--- config.mk ---
export PLATFORM = sky130hd
export DESIGN_NAME = hazard_ctrl
export DESIGN_NICKNAME = d
export VERILOG_FILES = /design/src/rtl/hazard_ctrl_pkg.sv /design/src/rtl/hazard_ctrl_sat_counter.sv /design/src/rtl/hazard_ctrl.sv
export SDC_FILE = /design/constraint.sdc
export NUM_CORES = 1
export LEC_CHECK = 0
export CORE_MARGIN = 1
export CORE_UTILIZATION = 43
export CTS_CLUSTER_DIAMETER = 100
export DETAILED_ROUTE_END_ITERATION = 8
export GPL_TIMING_DRIVEN = 0
export PLACE_DENSITY = 0.77
export SYNTH_ARGS = -nofsm -noshare
export SYNTH_HDL_FRONTEND = slang
export SYNTH_SLANG_ARGS = --single-unit
--- constraint.sdc ---
create_clock -name clk_HZ -period 1.68 [get_ports clk_HZ]
set_input_delay 0.252 -clock clk_HZ [delete_from_list [all_inputs] [get_ports clk_HZ]]
set_output_delay 0.252 -clock clk_HZ [all_outputs]
set_load 0.02 [all_outputs]
--- src/rtl/hazard_ctrl_pkg.sv ---
// Shared pipeline definitions used by the hazard controller:
// FSM state encoding, ID/EX M-field bit positions and register constants.
package hazard_ctrl_pkg;

  typedef enum logic [1:0] {
    HZ_RUN      = 2'd0,
    HZ_FLUSH    = 2'd1,
    HZ_MEM_WAIT = 2'd2
  } hz_state_t;

  localparam int M_BRANCH   = 2;
  localparam int M_MEMREAD  = 1;
  localparam int M_MEMWRITE = 0;

  localparam logic [4:0] REG_ZERO = 5'd0;

  // A genuine load reads memory and neither writes it nor branches.
  function automatic logic is_load(input logic [2:0] m);
    return m[M_MEMREAD] & ~m[M_MEMWRITE] & ~m[M_BRANCH];
  endfunction

endpackage

--- src/rtl/hazard_ctrl_sat_counter.sv ---
// Saturating event counter with synchronous clear; holds at all-ones.
module sat_counter #(
  parameter int W = 16
) (
  input  logic         i_clk,
  input  logic         i_rst_n,
  input  logic         i_inc,
  input  logic         i_clr,
  output logic [W-1:0] o_cnt
);

  logic [W-1:0] r_cnt;

  // Count register: clear wins over increment, increment stops at all-ones.
  always_ff @(posedge i_clk or negedge i_rst_n) begin
    if (!i_rst_n) begin
      r_cnt <= '0;
    end else if (i_clr) begin
      r_cnt <= '0;
    end else if (i_inc && (r_cnt != {W{1'b1}})) begin
      r_cnt <= r_cnt + W'(1);
    end
  end

  assign o_cnt = r_cnt;

endmodule

--- src/rtl/hazard_ctrl.sv ---
// Pipeline hazard controller: load-use stalls, taken-branch flushes and data-memory
// waits with a watchdog, driving PC and inter-stage buffer enables combinationally.
module hazard_ctrl
  import hazard_ctrl_pkg::*;
#(
  parameter int TIMEOUT = 64,
  parameter int CNT_W   = 16
) (
  input  logic             clk_HZ,
  input  logic             rst_n_HZ,
  input  logic [4:0]       rs_ID,
  input  logic [4:0]       rt_ID,
  input  logic             uses_rt_ID,
  input  logic [2:0]       M_EX,
  input  logic [4:0]       rt_EX,
  input  logic             branch_taken_MEM,
  input  logic             dmem_req_MEM,
  input  logic             dmem_ack,
  output logic             pc_write,
  output logic             ifid_write,
  output logic             idex_write,
  output logic             exmem_write,
  output logic             idex_bubble,
  output logic             ifid_flush,
  output logic             idex_flush,
  output logic             memwb_bubble,
  output logic             mem_err,
  output logic [1:0]       hz_state,
  output logic [CNT_W-1:0] stall_cnt,
  output logic [CNT_W-1:0] flush_cnt,
  output logic [CNT_W-1:0] wait_cnt
);

  localparam int WD_W = $clog2(TIMEOUT + 1);
  localparam logic [WD_W-1:0] WD_LAST = WD_W'(TIMEOUT - 1);

  logic [1:0]      r_state;
  logic [1:0]      w_state_nxt;
  logic [WD_W-1:0] r_wd;
  logic            r_mem_err;

  logic w_in_run;
  logic w_in_wait;
  logic w_run_eval;
  logic w_wait;
  logic w_expire;
  logic w_flush;
  logic w_hazard;
  logic w_stall;

  assign w_in_run  = (r_state == HZ_RUN);
  assign w_in_wait = (r_state == HZ_MEM_WAIT);
  // The ack cycle of a wait is evaluated like RUN so a held branch flushes there.
  assign w_run_eval = w_in_run || (w_in_wait && dmem_ack);

  // Once the watchdog has fired the memory is treated as dead and no longer stalls.
  assign w_wait   = rst_n_HZ && !r_mem_err &&
                    ((w_in_run && dmem_req_MEM && !dmem_ack) || (w_in_wait && !dmem_ack));
  assign w_expire = w_wait && (r_wd == WD_LAST);
  assign w_flush  = rst_n_HZ && w_run_eval && branch_taken_MEM && !w_wait;
  assign w_hazard = is_load(M_EX) && (rt_EX != REG_ZERO) &&
                    ((rt_EX == rs_ID) || (uses_rt_ID && (rt_EX == rt_ID)));
  assign w_stall  = rst_n_HZ && w_run_eval && !w_wait && !w_flush && w_hazard;

  // State register.
  always_ff @(posedge clk_HZ or negedge rst_n_HZ) begin
    if (!rst_n_HZ) begin
      r_state <= HZ_RUN;
    end else begin
      r_state <= w_state_nxt;
    end
  end

  // Next-state logic; the unused encoding falls back to RUN.
  always_comb begin
    w_state_nxt = HZ_RUN;
    case (r_state)
      HZ_RUN, HZ_MEM_WAIT: begin
        if (w_wait && !w_expire) begin
          w_state_nxt = HZ_MEM_WAIT;
        end else if (w_flush) begin
          w_state_nxt = HZ_FLUSH;
        end else begin
          w_state_nxt = HZ_RUN;
        end
      end
      HZ_FLUSH: w_state_nxt = HZ_RUN;
      default:  w_state_nxt = HZ_RUN;
    endcase
  end

  // Output decode; the three hazard responses are mutually exclusive by construction.
  always_comb begin
    pc_write     = 1'b1;
    ifid_write   = 1'b1;
    idex_write   = 1'b1;
    exmem_write  = 1'b1;
    idex_bubble  = 1'b0;
    ifid_flush   = 1'b0;
    idex_flush   = 1'b0;
    memwb_bubble = 1'b0;
    if (w_wait) begin
      pc_write     = 1'b0;
      ifid_write   = 1'b0;
      idex_write   = 1'b0;
      exmem_write  = 1'b0;
      memwb_bubble = 1'b1;
    end else if (w_flush) begin
      ifid_flush = 1'b1;
      idex_flush = 1'b1;
    end else if (w_stall) begin
      pc_write    = 1'b0;
      ifid_write  = 1'b0;
      idex_bubble = 1'b1;
    end else begin
      pc_write = 1'b1;
    end
  end

  // Watchdog: counts wait cycles of the current episode, including the entry cycle.
  always_ff @(posedge clk_HZ or negedge rst_n_HZ) begin
    if (!rst_n_HZ) begin
      r_wd      <= '0;
      r_mem_err <= 1'b0;
    end else begin
      r_wd      <= (w_wait && !w_expire) ? r_wd + WD_W'(1) : '0;
      r_mem_err <= r_mem_err | w_expire;
    end
  end

  sat_counter #(.W(CNT_W)) u_stall_cnt (
    .i_clk(clk_HZ), .i_rst_n(rst_n_HZ), .i_inc(w_stall), .i_clr(1'b0), .o_cnt(stall_cnt)
  );

  sat_counter #(.W(CNT_W)) u_flush_cnt (
    .i_clk(clk_HZ), .i_rst_n(rst_n_HZ), .i_inc(w_flush), .i_clr(1'b0), .o_cnt(flush_cnt)
  );

  sat_counter #(.W(CNT_W)) u_wait_cnt (
    .i_clk(clk_HZ), .i_rst_n(rst_n_HZ), .i_inc(w_wait), .i_clr(1'b0), .o_cnt(wait_cnt)
  );

  assign hz_state = r_state;
  assign mem_err  = r_mem_err;

endmodule

==> impl_metrics.ini, run 1 <==
[die]
die_x_um = 83.11
die_y_um = 83.11
io_pins = 83
rows = 29
die-area_um2 = 6907
core_area_um2 = 6350
start_util_pct = 44.55

[synthesis]
seq_area_frac_synth_pct = 51.30
netlist_area_um2 = 2829
yosys_warnings = 0
synth_fa_ha_area_share_pct = 1.769
syn_avg_cell_area_um2 = 10.64
synthMuxAreaShare_pct = 1.592
syn_nets = 294
synth_top_family_by_area = simple AND/OR/NAND/NOR gates
synthXorXnorAreaFrac_pct = 17.65
yosys.area_share.simple_pct = 21.85
synth_cell_type_count = 36
synthCells = 266
ys_ff_latch = 58
synth_compound_area_share_pct = 3.008

[critical_path]
critical_path_class = primary input to flip-flop
cp_top_family = simple AND/OR/NAND/NOR gates
crit_buf_inv = 3
slowest_delay_ns = 0.51
required_ns = 1.94
cp_slowest_cell = or4b_4
end_kind = flip-flop
critPathLaunchType = primary input
worstPathArrival_ns = 2.32
path_cells = dlygate4sd2_1, or4b_4, a211o_1, buf_4, a211o_4, buf_12, nor4_4, xor2_1
crit_path_max_fanout = 6

[min_path]
hp-class = flip-flop to flip-flop

[finish]
syn_to_final_growth_pct = 72.27
final_cell_mix = clkdlybuf4s50_1 (40), dfrtp_1 (39), buf_4 (33), xor2_1 (29), xnor2_1 (26)
antenna_cells = 0
final_common_cell = clkdlybuf4s50_1
nets = 434
stdcell_area_um2 = 4873
drive_gt1_share_pct = 38.69
layout.cells.non_filler = 488
fin_util_pct = 76.75

[timing]
clock.fmax_mhz = 485.5
setup_viol = 45
tightest_slew_ns = 0.9724
fin_crit_ns = 2.060
fin_worst_skew_ns = 0.008036
finalHoldViolCount = 0
fin_crit_sh_pct = 122.6
finalHoldWorstSlack_ns = 0.4671
slew_headroom_pct = 34.96
worst_slack_ns = -0.3798
rsz0062_at_grt = yes
tns_ns = -8.573
slew_viol_final = 0

[clocking]
clock_sinks = 58
h-tree-depth = 3
clk_pin_slew_worst_paths_ns = 0.06
cts_tree = yes
clock_path_buffers = 2
worstSkewPairLatency_ns = 0.33
clockRootBuffer = clkbuf_8
cts_buffers = 9

[drt]
drtIter0Drc = 84
vias_per_cell = 5.090
drt-total-wl_um = 7465
wl_per_cell_um = 15.30
vias = 2484
route.antenna.remaining_nets = 0
remaining_drc_errors = 0
drt_first_pass_iters = 4

[pwr]
p_per_area_nw_per_um2 = 808.5
p_leak_nw = 2.476
peakVddDrop_mv = 0.6913
p_total_mw = 3.940

[run]
drv_cap = 0

[global_routing]
track_usage_pct = 22.19
grt_max_degree = 22
grt_first_pass_wirelength_um = 12210
globalRoute.totalOverflow = 0
grt_pass1_vias = 2463
antenna_found_initial = 0

[run_status]
violations = setup timing
status = finished with violations

[place]
gp_congestion = 0.8038
dpl_cell_area_um2 = 3940
dp_slack_ns = -1.185
dpl.hpwl_um = 4507
numPortBuffers = 82
dp_cells = 426
-- Yosys cell counts, drive strengths merged --
master | n | area share, %
and2 | 1 | 0.22
or2 | 1 | 0.22
a32oi | 1 | 0.31
or3b | 1 | 0.31
nand4 | 9 | 2.0
nor3 | 10 | 1.9
and3 | 10 | 2.2
and4 | 3 | 0.93
or4b | 1 | 0.35
nand2b | 1 | 0.22
o21ai | 2 | 0.35
nor4 | 4 | 1.9
nor2b | 2 | 0.44
o211ai | 1 | 0.27
buf | 5 | 1.4
mux2 | 4 | 1.6
a211o | 3 | 1.2
nand2 | 17 | 2.3
nor2 | 30 | 4.0
a21oi | 1 | 0.18
a21o | 1 | 0.27
xor2 | 31 | 9.6
dfrtp | 58 | 51
inv | 11 | 1.5
or3 | 1 | 0.22
nand3 | 25 | 4.4
ha | 4 | 1.8
o41a | 1 | 0.40
or4 | 1 | 0.27
xnor2 | 26 | 8.0
-- metal layers --
| metal | up-vias | global-route usage, % | wire (µm) |
|---|---|---|---|
| met5 | - | 0 | 0 |
| met4 | 0 | 7.680 | 95 |
| met3 | 11 | 4.274 | 245 |
| li1 | 1191 | - | - |
| met2 | 52 | 37.48 | 3949 |
| met1 | 1230 | 28.54 | 3175 |
-- registers in the layout, summed over array words and instances (netlist names) --
signal             flops
u_wait_cnt.o_cnt      16
u_flush_cnt.o_cnt     16
mem_err                1
r_wd                   7
hz_state               2
u_stall_cnt.o_cnt     16
-- layout make-up --
class                           instances  area [µm²]
Buffer                                  5       57.56
Clock buffer                           11       151.4
Clock inverter                          5       52.55
Fill cell                             420        1476
Inverter                               11       46.29
Multi-Input combinational cell        192        1662
Sequential cell                        58        1475
Tap cell                               77       96.34
Timing Repair Buffer                  129        1333
-- worst register-to-register path, cell delays in order (launching register included) --
cell and delay, ns:
dfrtp_2 0.43, nor2b_4 0.13, nand3_2 0.07, a211o_1 0.27
buf_4 0.15, a211o_4 0.34, buf_12 0.17, nor4_4 0.18
xor2_1 0.16
-- where the power goes --
| part | total (mW) | leakage, nW | switching, mW | internal [mW] |
|---|---|---|---|---|
| Combinational | 0.932 | 1.63 | 0.443 | 0.489 |
| Clock | 1.32 | 0.105 | 0.565 | 0.758 |
| Sequential | 1.69 | 0.742 | 0.153 | 1.53 |
| Total | 3.94 | 2.48 | 1.16 | 2.78 |
-- logic make-up after synthesis --
logic type,after synthesis
mux,4
simple gates,117
compound gates,10
fa+ha+maj,4
buf+inv,16
flops,58
xor+xnor,57
-- path summary, 6_finish.rpt --
path / startpoint / to / slack, ns / cells past startpoint
max reg2reg: hz_state[0] / u_stall_cnt.o_cnt[13] / -0.31 / 8
max: M_EX[0] / u_stall_cnt.o_cnt[13] / -0.38 / 8
max in group asynchronous: rst_n_HZ / u_wait_cnt.o_cnt[7] / 0.31 / 3
min: r_wd[0] / r_wd[0] / 0.47 / 1
min reg2reg: r_wd[0] / r_wd[0] / 0.47 / 1
min in group asynchronous: rst_n_HZ / u_flush_cnt.o_cnt[2] / 0.59 / 3
-- repair_timing --
| action | in CTS | in global routing |
|---|---|---|
| resized for setup | 109 | 43 |
| hold buffers | 4 | 0 |
| setup buffers | 33 | 9 |
| endpoints found under the setup margin | 64 | 66 |
| pin swaps | 34 | 10 |
| gates cloned | 2 | 0 |
| endpoints found under the hold margin | 35 | 0 |
Note: power is estimated with default switching activity, not from simulation.
==> inputs of run 2 (changes only) <==
CAP_MARGIN = 20   (was not set)
CORE_UTILIZATION = 25   (was 43)
MAX_ROUTING_LAYER = met4   (was not set)
PLACE_DENSITY = not set   (was 0.77)
==> impl_metrics.ini, run 2 (synthesized netlist as in run 1, its figures left out) <==
[finish]
nets = 436
regArea_um2 = 1474
layout.cells.non_filler = 553
final_common_cell = dfrtp_1
antenna_cells = 0
fin_util_pct = 47.20
syn_to_final_growth_pct = 82.44
final_cell_mix = dfrtp_1 (40), clkdlybuf4s50_1 (38), xor2_1 (31), buf_4 (26), buf_6 (24)
fill_cells = 1025
multiInputGateArea_um2 = 1700
drive_gt1_share_pct = 40.68

[timing]
clock.fmax_mhz = 502.5
worst_slack_ns = -0.3099
rsz0062_at_grt = yes
slew_headroom_pct = 47.24
fin_crit_ns = 1.990
tightest_slew_ns = 0.7887
finalHoldViolCount = 0
tns_ns = -7.562
slew_viol_final = 0
fin_crit_sh_pct = 118.4
fin_worst_skew_ns = 0.007221
finalHoldWorstSlack_ns = 0.3779
setup_viol = 46

[die]
die_x_um = 108.4
core_area_um2 = 10940
start_util_pct = 25.87
die-area_um2 = 11750
rows = 38
io_pins = 83
die_y_um = 108.4

[global_routing]
antenna_found_initial = 0
grt_pass1_vias = 2512
grt_max_degree = 22
track_usage_pct = 14.52
grt_first_pass_wirelength_um = 12540
globalRoute.totalOverflow = 0

[critical_path]
end_kind = output port
critical_path_class = primary input to output port
r2r_end = u_wait_cnt.o_cnt[6]
r2r_cells = 10
path_cells = clkdlybuf4s50_1, or3b_4, nand3_2, a211o_1, nor2_4, nor2_4, buf_4, buf_6
critPathLaunchType = primary input
cp_slowest_cell = clkdlybuf4s50_1
required_ns = 1.43
crit_path_frequent_cell = nor2_4
slowest_delay_ns = 0.46
crit_path_max_fanout = 2
r2r_setup_slack_ns = -0.28
worstPathArrival_ns = 1.74
r2r_start = hz_state[0]

[drt]
drt-total-wl_um = 7860
vias = 2476
vias_per_cell = 4.477
route.antenna.remaining_nets = 0
drt_first_pass_iters = 4
drtIter0Drc = 49
remaining_drc_errors = 0
wl_per_cell_um = 14.21

[clocking]
clock_path_buffers = 2
cts_buffers = 9
cts_tree = yes
h-tree-depth = 3
clk_pin_slew_worst_paths_ns = 0.05
clockRootBuffer = clkbuf_16
clock_sinks = 58
worstSkewPairLatency_ns = 0.33

[pwr]
peakVddDrop_mv = 0.6539
p_per_area_nw_per_um2 = 915.3
p_leak_nw = 2.594

[place]
dp_cells = 489
dp_slack_ns = -1.349
numPortBuffers = 82
gp_congestion = 0.7834
dpl.hpwl_um = 4886

[run]
drv_cap = 0

[min_path]
hp-class = primary input to async pin

[run_status]
violations = setup timing
status = finished with violations
run 2: cell types whose count changed in the layout (fill, tap and decap cells not counted), moves of 5 or more:
cell | before | now
buf_4 | 33 | 26
clkbuf_16 | 0 | 10
clkbuf_8 | 11 | 2
xnor2_2 | 0 | 5
xnor2_1 | 26 | 21
buf_6 | 18 | 24
run 2: metrics by stage:
step	power, mW	instance area [µm²]
floorplan	2.066	3008
global placement	2.476	4004
detailed placement	2.493	4019
CTS	4.713	4954
global route	4.925	5161
finish	4.724	5161
run 2: worst max path at each step:
stage / start / end / slack (ns) / depth (start not counted)
floorplan: hz_state[0] / u_wait_cnt.o_cnt[15] / -0.45 / 8
global placement: rst_n_HZ / pc_write / -3.35 / 8
detailed placement: rst_n_HZ / pc_write / -1.35 / 9
CTS: mem_err / pc_write / -0.34 / 7
global route: hz_state[0] / u_wait_cnt.o_cnt[15] / -0.40 / 9
finish: dmem_req_MEM / pc_write / -0.31 / 8
run 2: per-layer routing:
layer | GRT usage, % | share of wire, % | wire length (µm)
met1 | 18.41 | 47 | 3711
met4 | 5.405 | 1.4 | 110
met5 | - | 0 | 0
met2 | 22.43 | 48 | 3781
met3 | 3.496 | 3.3 | 257
run 2: critical path: cells and delay by family:
kind                   cells  cell delay [ns]
AND/OR/NAND/NOR            4             0.63
buffers and inverters      3             0.67
AO/OA/AOI/OAI              1             0.17
run 2: layout make-up:
| type | instances | area share [%] |
|---|---|---|
| inverters | 11 | 0.8970 |
| well taps | 140 | 3.394 |
| multi-input cells | 192 | 32.95 |
| plain buffers | 4 | 0.9697 |
| repair buffers | 132 | 26.84 |
| clock inverters | 4 | 1.430 |
| clock buffers | 12 | 4.970 |
| flip-flops and latches | 58 | 28.56 |
run 2: repair_timing:
action / in CTS / in global routing
hold endpoints to repair: 23 / 0
hold buffers: 5 / 0
gates resized for setup: 130 / 46
setup endpoints to repair: 64 / 62
setup buffers: 38 / 6
gates cloned: 2 / 0
pin swaps: 44 / 20
run 2: power breakdown:
| group | switching (mW) | leakage, nW | internal [mW] | total, mW |
|---|---|---|---|---|
| sequential | 0.146 | 0.743 | 1.53 | 1.68 |
| clock | 0.644 | 0.163 | 1.38 | 2.02 |
| combinational | 0.483 | 1.69 | 0.539 | 1.02 |
| total | 1.27 | 2.59 | 3.45 | 4.72 |
==> inputs of run 3 (changes only) <==
CORE_UTILIZATION = 43   (was 25)
PLACE_DENSITY = 0.77   (was not set)
==> impl_metrics.ini, run 3 (synthesized netlist as in run 1, its figures left out) <==
[finish]
final_cell_mix = clkdlybuf4s50_1 (39), dfrtp_1 (39), buf_4 (33), xor2_1 (29), xnor2_1 (26)
regArea_um2 = 1475
syn_to_final_growth_pct = 73.33
multiInputGateArea_um2 = 1662
nets = 435
antenna_cells = 0
drive_gt1_share_pct = 38.83
fin_util_pct = 77.22
fill_cells = 409

[critical_path]
crit_buf_inv = 3
cp_top_family = simple AND/OR/NAND/NOR gates
end_kind = flip-flop
r2r_setup_slack_ns = -0.32
critPathLaunchType = primary input
worstPathArrival_ns = 2.32
path_cells = dlygate4sd2_1, or4b_4, a211o_1, buf_4, a211o_4, buf_12, nor4_4, xor2_1
slowest_delay_ns = 0.51
critical_path_class = primary input to flip-flop
r2r_start = hz_state[0]
required_ns = 1.93
r2r_cells = 8
cp_slowest_cell = or4b_4
crit_path_max_fanout = 6
r2r_end = u_stall_cnt.o_cnt[13]

[timing]
fin_crit_sh_pct = 122.8
tns_ns = -8.656
slew_headroom_pct = 44.53
fin_crit_ns = 2.064
clock.fmax_mhz = 484.6
fin_worst_skew_ns = 0.007788
worst_slack_ns = -0.3837
slew_viol_final = 0
tightest_slew_ns = 0.8293
setup_viol = 45
rsz0062_at_grt = yes
finalHoldViolCount = 0

[clocking]
h-tree-depth = 3
cts_buffers = 9
clockRootBuffer = clkbuf_8
clock_sinks = 58
worstSkewPairLatency_ns = 0.33
cts_tree = yes
clock_path_buffers = 2
clk_pin_slew_worst_paths_ns = 0.06

[pwr]
peakVddDrop_mv = 0.6912
p_per_area_nw_per_um2 = 805.5
p_leak_nw = 2.488

[place]
dpl.hpwl_um = 4507
numPortBuffers = 82
dp_slack_ns = -1.185
gp_congestion = 0.8155

[die]
die_y_um = 83.11
die-area_um2 = 6907
core_area_um2 = 6350
io_pins = 83
start_util_pct = 44.55
die_x_um = 83.11
rows = 29

[global_routing]
grt_use_met3_pct = 4.274
globalRoute.totalOverflow = 0
track_usage_pct = 22.84
grt_pass1_vias = 2461
use_met2_pct = 37.48
met1_usage_pct = 28.54
gr-max-usage-layer = met2
antenna_found_initial = 0
grt_first_pass_wirelength_um = 12220
grt_max_degree = 22

[drt]
drtIter0Drc = 85
vias = 2496
drt_first_pass_iters = 4
wl_per_cell_um = 15.47
drt-total-wl_um = 7563
route.antenna.remaining_nets = 0
remaining_drc_errors = 0
vias_per_cell = 5.104

[min_path]
hp-class = primary input to async pin

[run]
drv_cap = 0

[run_status]
status = finished with violations
violations = setup timing
## run 3: cell count changes in the layout (fill, tap and decap cells not counted), moves of 3 or more
cell            before  now
buf_4               26   33
buf_6               24   18
dlymetal6s2s_1      13   16
xnor2_1             21   26
clkbuf_16           10    0
clkbuf_8             2   11
xnor2_2              5    0
## run 3: layout make-up
type                            count  area share [%]
Buffer                              5           1.174
Clock buffer                       11           3.088
Clock inverter                      5           1.072
Inverter                           11          0.9441
Tap cell                           77           1.965
Multi-Input combinational cell    192           33.89
Timing Repair Buffer              130           27.79
Sequential cell                    58           30.08
## run 3: how the worst max path moves through the flow
stage	cells after the start	startpoint	to	slack [ns]
after floorplan	8	hz_state[0]	u_wait_cnt.o_cnt[15]	-0.45
after global placement	9	rst_n_HZ	u_wait_cnt.o_cnt[15]	-3.08
after detailed placement	10	rst_n_HZ	u_wait_cnt.o_cnt[15]	-1.19
after CTS	7	mem_err	pc_write	-0.34
after global routing	7	mem_err	pc_write	-0.47
final	8	M_EX[0]	u_stall_cnt.o_cnt[13]	-0.38
## run 3: repair_timing
action,4_1_cts,5_1_grt
setup buffers,33,9
cloned,2,0
setup endpoints to repair,64,67
pin swaps,34,10
hold buffers,4,0
resized for setup,109,44
hold endpoints to repair,35,0
## run 3: through the flow
step / total power [mW] / hold slack [ns] / area, µm² / std cells
6_report: 3.950 / 0.4064 / 4903 / 489
5_1_grt: 4.127 / 0.4108 / 4903 / 489
4_1_cts: 3.916 / 0.4685 / 4666 / 480
3_5_place_dp: 2.495 / 0.2723 / 3940 / 426
3_3_place_gp: 2.475 / 0.4467 / 3925 / 425
2_1_floorplan: 2.066 / -0.04359 / 3008 / 266
## run 3: per-layer routing
| layer | routed length (µm) | share of wire [%] |
|---|---|---|
| met5 | 0 | 0 |
| met4 | 95 | 1.3 |
| met3 | 258 | 3.4 |
| met2 | 4005 | 53 |
| met1 | 3203 | 42 |
## run 3: report_power, final
part           switching [mW]  internal (mW)  leakage, nW
clock network           0.566          0.758        0.105
logic                   0.445          0.495         1.64
registers               0.154           1.53        0.742
total                    1.16           2.79         2.49
## run 3: worst reg2reg max path, stage by stage, from the launching register on
cell	delay, ns
dfrtp_2	0.43
nor2b_4	0.13
nand3_2	0.07
a211o_1	0.27
buf_4	0.15
a211o_4	0.34
buf_12	0.17
nor4_4	0.18
xor2_1	0.16
